$ cat src/rtl/spi_ram_slave_burst_pkg.sv
// Shared definitions for the SPI-to-RAM bridge: opcode values, FSM state
// encoding and width helpers used to size the bit counter and shift register.
package spi_ram_slave_burst_pkg;

  localparam logic [1:0] OPC_WR_ADDR = 2'b00;
  localparam logic [1:0] OPC_WR_DATA = 2'b01;
  localparam logic [1:0] OPC_RD_ADDR = 2'b10;
  localparam logic [1:0] OPC_RD_DATA = 2'b11;

  typedef enum logic [2:0] {
    StIdle,
    StOpc,
    StWrAddr,
    StWrData,
    StRdAddr,
    StRdData
  } state_e;

  function automatic int unsigned max_u(int unsigned a, int unsigned b);
    return (a > b) ? a : b;
  endfunction

  // Counter must reach the full payload length, hence the +1.
  function automatic int unsigned cnt_width(int unsigned aw, int unsigned dw);
    return $clog2(max_u(aw, dw) + 1);
  endfunction

endpackage

$ cat src/rtl/spi_ram_slave_burst_sp.sv
// Single-port synchronous RAM, MEM_DEPTH x DATA_WIDTH, one-cycle registered
// read. Addresses at or beyond MEM_DEPTH drop writes and read back zero.
// Ports:
//   clk      clock
//   we_i     write enable
//   addr_i   word address (ADDR_WIDTH bits, may exceed MEM_DEPTH-1)
//   wdata_i  write data
//   rdata_o  registered read data of addr_i (zero when out of range)
module spi_ram_slave_burst_sp #(
  parameter int unsigned ADDR_WIDTH = 8,
  parameter int unsigned DATA_WIDTH = 8,
  parameter int unsigned MEM_DEPTH  = 256
) (
  input  logic                  clk,
  input  logic                  we_i,
  input  logic [ADDR_WIDTH-1:0] addr_i,
  input  logic [DATA_WIDTH-1:0] wdata_i,
  output logic [DATA_WIDTH-1:0] rdata_o
);

  localparam int unsigned IdxW = (MEM_DEPTH > 1) ? $clog2(MEM_DEPTH) : 1;
  localparam int unsigned PW   = ADDR_WIDTH + 1;
  localparam logic [PW-1:0] Depth = PW'(MEM_DEPTH);

  logic [DATA_WIDTH-1:0] mem_q [MEM_DEPTH];
  logic                  in_range;
  logic [IdxW-1:0]       idx;

  assign in_range = {1'b0, addr_i} < Depth;
  assign idx      = IdxW'(addr_i);

  always_ff @(posedge clk) begin
    if (we_i && in_range) begin
      mem_q[idx] <= wdata_i;
    end
    rdata_o <= in_range ? mem_q[idx] : '0;
  end

endmodule

$ cat src/rtl/spi_ram_slave_burst.sv
// SPI slave bridging a 2-bit-opcode serial protocol onto a scratch RAM.
// Frame: opcode (00 wr_addr, 01 wr_data, 10 rd_addr, 11 rd_data) then
// payload, MSB first, while SS_n is low. SS_n high always returns to idle.
// Build option: define SPI_RAM_AUTOINC_EN for auto-incrementing burst
// reads/writes within one frame; otherwise one word per frame.
// Ports:
//   clk          clock; MOSI/SS_n sampled and MISO driven on posedge
//   rst_n        asynchronous active-low reset
//   SS_n         slave select, active low
//   MOSI         serial data in
//   MISO         serial data out, 0 unless shifting read data
//   frame_abort  one-cycle pulse when SS_n rises mid-payload
module spi_ram_slave_burst
  import spi_ram_slave_burst_pkg::*;
#(
  parameter int unsigned ADDR_WIDTH = 8,
  parameter int unsigned DATA_WIDTH = 8,
  parameter int unsigned MEM_DEPTH  = 256
) (
  input  logic clk,
  input  logic rst_n,
  input  logic SS_n,
  input  logic MOSI,
  output logic MISO,
  output logic frame_abort
);

`ifdef SPI_RAM_AUTOINC_EN
  localparam bit AutoInc = 1'b1;
`else
  localparam bit AutoInc = 1'b0;
`endif

  localparam int unsigned SrW       = max_u(ADDR_WIDTH, DATA_WIDTH);
  localparam int unsigned CNT_WIDTH = cnt_width(ADDR_WIDTH, DATA_WIDTH);
  localparam int unsigned PW        = ADDR_WIDTH + 1;
  localparam logic [CNT_WIDTH-1:0] AddrLast  = CNT_WIDTH'(ADDR_WIDTH - 1);
  localparam logic [CNT_WIDTH-1:0] DataLast  = CNT_WIDTH'(DATA_WIDTH - 1);
  localparam logic [CNT_WIDTH-1:0] DataFull  = CNT_WIDTH'(DATA_WIDTH);
  localparam logic [PW-1:0]        DepthLast = PW'(MEM_DEPTH - 1);

  state_e                 state_q;
  logic                   opc_hi_q;
  logic [CNT_WIDTH-1:0]   cnt_q;
  logic                   done_q;     // current payload complete, SS_n may rise
  logic                   rd_wait_q;  // one edge for the RAM read to register
  logic [SrW-1:0]         sr_q;
  logic [SrW-1:0]         sr_next;
  logic [ADDR_WIDTH-1:0]  wr_ptr_q;
  logic [ADDR_WIDTH-1:0]  rd_ptr_q;
  logic                   wr_pend_q;
  logic [DATA_WIDTH-1:0]  wdata_q;
  logic [ADDR_WIDTH-1:0]  ram_addr;
  logic [DATA_WIDTH-1:0]  ram_rdata;

  // Wraps at the last valid word; out-of-range pointers also restart at 0.
  function automatic logic [ADDR_WIDTH-1:0] ptr_inc(logic [ADDR_WIDTH-1:0] p);
    if ({1'b0, p} >= DepthLast) begin
      return '0;
    end
    return p + ADDR_WIDTH'(1);
  endfunction

  assign sr_next  = {sr_q[SrW-2:0], MOSI};
  // Single port: a pending write owns the address for its one cycle.
  assign ram_addr = wr_pend_q ? wr_ptr_q : rd_ptr_q;

  spi_ram_slave_burst_sp #(
    .ADDR_WIDTH (ADDR_WIDTH),
    .DATA_WIDTH (DATA_WIDTH),
    .MEM_DEPTH  (MEM_DEPTH)
  ) u_ram (
    .clk     (clk),
    .we_i    (wr_pend_q),
    .addr_i  (ram_addr),
    .wdata_i (wdata_q),
    .rdata_o (ram_rdata)
  );

  always_ff @(posedge clk or negedge rst_n) begin
    if (!rst_n) begin
      state_q     <= StIdle;
      opc_hi_q    <= 1'b0;
      cnt_q       <= '0;
      done_q      <= 1'b0;
      rd_wait_q   <= 1'b0;
      sr_q        <= '0;
      wr_ptr_q    <= '0;
      rd_ptr_q    <= '0;
      wr_pend_q   <= 1'b0;
      wdata_q     <= '0;
      MISO        <= 1'b0;
      frame_abort <= 1'b0;
    end else begin
      wr_pend_q   <= 1'b0;
      frame_abort <= 1'b0;
      // The write launched by the last data bit commits regardless of SS_n.
      if (wr_pend_q && AutoInc) begin
        wr_ptr_q <= ptr_inc(wr_ptr_q);
      end
      if (SS_n) begin
        frame_abort <= (state_q != StIdle) && !done_q;
        state_q     <= StIdle;
        MISO        <= 1'b0;
        cnt_q       <= '0;
        done_q      <= 1'b0;
        rd_wait_q   <= 1'b0;
      end else begin
        unique case (state_q)
          StIdle: begin
            opc_hi_q <= MOSI;
            state_q  <= StOpc;
          end
          StOpc: begin
            cnt_q     <= '0;
            done_q    <= 1'b0;
            rd_wait_q <= 1'b1;
            unique case ({opc_hi_q, MOSI})
              OPC_WR_ADDR: state_q <= StWrAddr;
              OPC_WR_DATA: state_q <= StWrData;
              OPC_RD_ADDR: state_q <= StRdAddr;
              OPC_RD_DATA: state_q <= StRdData;
            endcase
          end
          StWrAddr, StRdAddr: begin
            if (!done_q) begin
              sr_q <= sr_next;
              if (cnt_q == AddrLast) begin
                done_q <= 1'b1;
                if (state_q == StWrAddr) begin
                  wr_ptr_q <= sr_next[ADDR_WIDTH-1:0];
                end else begin
                  rd_ptr_q <= sr_next[ADDR_WIDTH-1:0];
                end
              end else begin
                cnt_q <= cnt_q + CNT_WIDTH'(1);
              end
            end
          end
          StWrData: begin
            // Without auto-increment, bits after the first word are ignored.
            if (!done_q || AutoInc) begin
              sr_q   <= sr_next;
              done_q <= 1'b0;
              cnt_q  <= cnt_q + CNT_WIDTH'(1);
              if (cnt_q == DataLast) begin
                wdata_q   <= sr_next[DATA_WIDTH-1:0];
                wr_pend_q <= 1'b1;
                cnt_q     <= '0;
                done_q    <= 1'b1;
              end
            end
          end
          StRdData: begin
            if (rd_wait_q) begin
              rd_wait_q <= 1'b0;
            end else if (cnt_q == '0 || (AutoInc && cnt_q == DataFull)) begin
              // Load: MSB out now, the rest queued in the shift register.
              MISO   <= ram_rdata[DATA_WIDTH-1];
              sr_q   <= SrW'({ram_rdata[DATA_WIDTH-2:0], 1'b0});
              cnt_q  <= CNT_WIDTH'(1);
              done_q <= 1'b0;
              if (AutoInc) begin
                rd_ptr_q <= ptr_inc(rd_ptr_q);
              end
            end else if (cnt_q == DataFull) begin
              MISO <= 1'b0;
            end else begin
              MISO  <= sr_q[DATA_WIDTH-1];
              sr_q  <= {sr_q[SrW-2:0], 1'b0};
              cnt_q <= cnt_q + CNT_WIDTH'(1);
              if (cnt_q == DataLast) begin
                done_q <= 1'b1;
              end
            end
          end
          default: state_q <= StIdle;
        endcase
      end
    end
  end

endmodule
$ cat config.mk
export PLATFORM = sky130hd
export DESIGN_NAME = spi_ram_slave_burst
export DESIGN_NICKNAME = d
export VERILOG_FILES = /design/src/rtl/spi_ram_slave_burst_pkg.sv /design/src/rtl/spi_ram_slave_burst_sp.sv /design/src/rtl/spi_ram_slave_burst.sv
export SDC_FILE = /design/constraint.sdc
export NUM_CORES = 2
export LEC_CHECK = 0
export BUFFER_PORTS_ARGS = -buffer_cell sky130_fd_sc_hd__buf_4
export CAP_MARGIN = 20
export CORE_ASPECT_RATIO = 1.5
export CORE_UTILIZATION = 40
export DETAILED_ROUTE_END_ITERATION = 7
export GPL_TIMING_DRIVEN = 0
export MAX_ROUTING_LAYER = met4
export PLACE_DENSITY = 0.56
export SLEW_MARGIN = 20
export SYNTH_ARGS = -nofsm -noshare
export SYNTH_HDL_FRONTEND = slang
export SYNTH_SLANG_ARGS = --single-unit
$ cat constraint.sdc
create_clock -name clk -period 3.7 [get_ports clk]
set_clock_uncertainty 0.1 [all_clocks]
set_input_delay 0.37 -clock clk [delete_from_list [all_inputs] [get_ports clk]]
set_output_delay 0.37 -clock clk [all_outputs]
set_load 0.01 [all_outputs]
==> impl_metrics.json <==
{
  "netlist_top_cells_area": "sky130_fd_sc_hd__edfxtp_1 76%, sky130_fd_sc_hd__mux4_2 12%, sky130_fd_sc_hd__nand2_1 1.8%",
  "grt_setup_unrepaired": "yes",
  "firstDrtPassIters": 6,
  "drc_errors": 0,
  "hold_class": "input pin to async pin",
  "core_area_um2": 202000,
  "clock_tree_from_tritoncts": "done",
  "synthesis.yosys.warnings": 0,
  "count_of_flip_flops_with_a_built_in_enable_after_synthesis": 2048,
  "outcome": "finished with violations",
  "timing.critical_path.to_type": "flip-flop",
  "timing_worst_setup_path_type": "flip-flop to flip-flop",
  "synth.avg_cell_area_um2": 19.3,
  "area_delta_synth_final_pct": 17.2,
  "drt_wl_total_um": 239000,
  "detail_route.wl_per_cell_um": 32.6,
  "cts-buffers-inserted": 191,
  "worst_endpoint_required_time_ns": 4.24,
  "maxSlewHeadroom_pct": 17.6,
  "vias_per_cell": 5.82,
  "layout_worst_path_cycle_share_pct": 103,
  "grt_util_all_layers_pct": 24.0,
  "min_period_ns": 3.79,
  "clock_latency_ns": 0.85,
  "number_of_global_route_vias_before_repair": 43449,
  "initial_utilization_pct": 40.3,
  "rr_worst_depth": 10,
  "nNetsFinal": 4534,
  "most_common_cell_after_layout_fill_and_taps_aside": "sky130_fd_sc_hd__edfxtp_1",
  "setup_violations": 34,
  "placedInstanceArea_um2": 86300,
  "layout-drive-gt1-share_pct": 28.8,
  "postRouteAntennaNets": 0,
  "syn-instance-count": 4223,
  "postSynth.topFlopCell": "sky130_fd_sc_hd__edfxtp_1",
  "setup.worst_path.start_class": "flip-flop",
  "drv_cap": 0,
  "pin_count": 6,
  "r2r_path_start": "wr_ptr_q[0]$_DFFE_PN0P_",
  "worstPathArrival_ns": 4.33,
  "syn_area_um2": 81400,
  "mappedNetlistNets": 4229,
  "clock_path_buffers": 4,
  "grt_max_degree": 80,
  "vias": 42645,
  "async_reset_ff_share_pct": 2.14,
  "worst_setup_hold_path_clk_slew_ns": 0.07,
  "grt_pass1_wl_um": 332000,
  "stdcell_area_um2": 95400,
  "cts_htree_levels": 4,
  "grt_antenna_before_repair": 7,
  "max_clock_freq_ghz": 0.264,
  "place_inst": 6932,
  "globalplace.congestion": 0.965,
  "seq_area_frac_synth_pct": 77.1,
  "finish.cell_count_without_fillers": 7322,
  "drt_iter0_drc": 4475,
  "regToRegEndpoint": "u_ram.rdata_o[7]$_DFF_P_",
  "ff2ff_setup_slack_ns": -0.09,
  "die_h_um": 555,
  "path_max_fanout": 10,
  "yosys.area.top_type": "sky130_fd_sc_hd__edfxtp_1",
  "layout_common_cells": "2048 x sky130_fd_sc_hd__edfxtp_1, 440 x sky130_fd_sc_hd__mux4_2, 381 x sky130_fd_sc_hd__nand2_1",
  "worst_setup_slack_after_layout_ns": -0.0927,
  "grt_overflow": 0,
  "clock-sinks": 2101,
  "ctsRootBufferMaster": "sky130_fd_sc_hd__clkbuf_16",
  "failing_checks": "setup timing",
  "report.final.slew_viol_count": 0,
  "cell_pwr_density_nw_per_um2": 474,
  "detailed_place_hpwl_um": 168000,
  "ys_ff_latch": 2101,
  "finalSetupTns_ns": -0.850,
  "power_w": 0.0453,
  "placementRows": 202,
  "hold_viol_final": 0,
  "synthDistinctLibCells": 56,
  "netlist.area_leader.share_pct": 75.5,
  "leakagePower_nw": 24.2,
  "tightestPinTransition_ns": 1.24,
  "die_area_um2": 205000,
  "die_x_um": 370,
  "placement.io_buffers": 5,
  "vdd.ir_drop.worst_mv": 0.456
}
==> state kept, by name, indices dropped and copies added (netlist names) <==
name	count
cnt_q	4
frame_abort	1
wr_ptr_q	8
rd_wait_q	1
state_q	3
sr_q	8
wr_pend_q	1
rd_ptr_q	8
u_ram.mem_q	2048
MISO	1
opc_hi_q	1
wdata_q	8
done_q	1
u_ram.rdata_o	8
==> kinds of logic after synthesis <==
family          count (synthesis)  synth area share (%)
compound gates                267                  2.47
simple gates                 1093                  6.05
fa+ha+maj                       2                0.0307
buf+inv                       269                  1.50
flops                        2101                  77.1
mux                           491                  12.8
==> worst max-delay path by stage <==
stage	from	endpoint	slack (ns)	depth (start not counted)
after floorplan	wr_pend_q$_DFF_PN0_	u_ram.mem_q[146][0]$_DFFE_PP_	0.45	10
after global placement	wr_pend_q$_DFF_PN0_	u_ram.mem_q[199][7]$_DFFE_PP_	-2.30	10
after detailed placement	wr_pend_q$_DFF_PN0_	u_ram.mem_q[171][7]$_DFFE_PP_	-2.00	10
after CTS	wr_pend_q$_DFF_PN0_	u_ram.mem_q[19][4]$_DFFE_PP_	-0.12	7
after global routing	wr_pend_q$_DFF_PN0_	u_ram.mem_q[11][5]$_DFFE_PP_	-0.10	8
final	wr_ptr_q[0]$_DFFE_PN0P_	u_ram.rdata_o[7]$_DFF_P_	-0.09	10
==> cells in the mapped netlist, drive strengths merged (8+ instances only) <==
cell type / count
nand3: 231
nor2: 243
a22oi: 98
mux2: 17
edfxtp: 2048
nor3: 53
inv: 11
or3: 8
a311oi: 8
mux2i: 34
o31ai: 17
a31oi: 8
clkbuf: 161
nand4: 124
buf: 96
dfrtp: 45
o21ai: 20
a221oi: 8
nand2: 393
a41oi: 16
and3: 8
a21oi: 22
mux4: 440
a32oi: 32
o2111ai: 17
dfxtp: 8
a22o: 8
==> per-layer routing <==
layer / share of wire, % / global-route usage [%] / vias to the layer above
met5: 0 / - / -
li1: - / - / 17907
met2: 53 / 41.5 / 1642
met1: 36 / 27.2 / 22618
met3: 5.1 / 2.74 / 478
met4: 6.2 / 12.4 / 0
==> per-stage QoR <==
step                      setup slack [ns]  utilization (%)  hold slack (ns)
after floorplan                      0.449                -          -0.0256
after global placement               -2.30             42.0            0.328
after detailed placement             -2.00             42.7            0.336
after CTS                           -0.123             47.1            0.135
after global routing                -0.105             47.3            0.168
final                              -0.0927             47.3            0.146
==> power by group <==
group	internal [W]	switching [W]
clock	0.0106	0.00856
sequential	0.0258	0.0000932
combinational	0.000115	0.000192
total	0.0364	0.00884
==> cell type report <==
cell class	count	area, um2
Fill cell	16604	107000
Sequential cell	2101	62800
Multi-Input combinational cell	1853	19500
Clock buffer	240	5060
Tap cell	2652	3320
Timing Repair Buffer	116	1950
Buffer	253	1940
Clock inverter	90	774
Inverter	12	45.0
Antenna cell	5	12.5
==> worst max-delay path, stage by stage (launching register included) <==
cell                      delay [ns]
sky130_fd_sc_hd__dfrtp_2        0.48
sky130_fd_sc_hd__mux2_2         0.31
sky130_fd_sc_hd__buf_12         0.16
sky130_fd_sc_hd__buf_12         0.15
sky130_fd_sc_hd__buf_16         0.17
sky130_fd_sc_hd__buf_16         0.17
sky130_fd_sc_hd__mux4_2         0.47
sky130_fd_sc_hd__a22oi_2        0.28
sky130_fd_sc_hd__nand4_1        0.60
sky130_fd_sc_hd__o31ai_2        0.40
sky130_fd_sc_hd__nand4_1        0.23
==> what timing repair did <==
action                     4_1_cts  5_1_grt
hold buffers                     3        0
resized for setup              653       88
pin swaps                       73       15
buffers inserted                49        7
hold endpoints to repair        56        0
setup endpoints to repair     1962      970
Power figures use the tool's default switching activity.
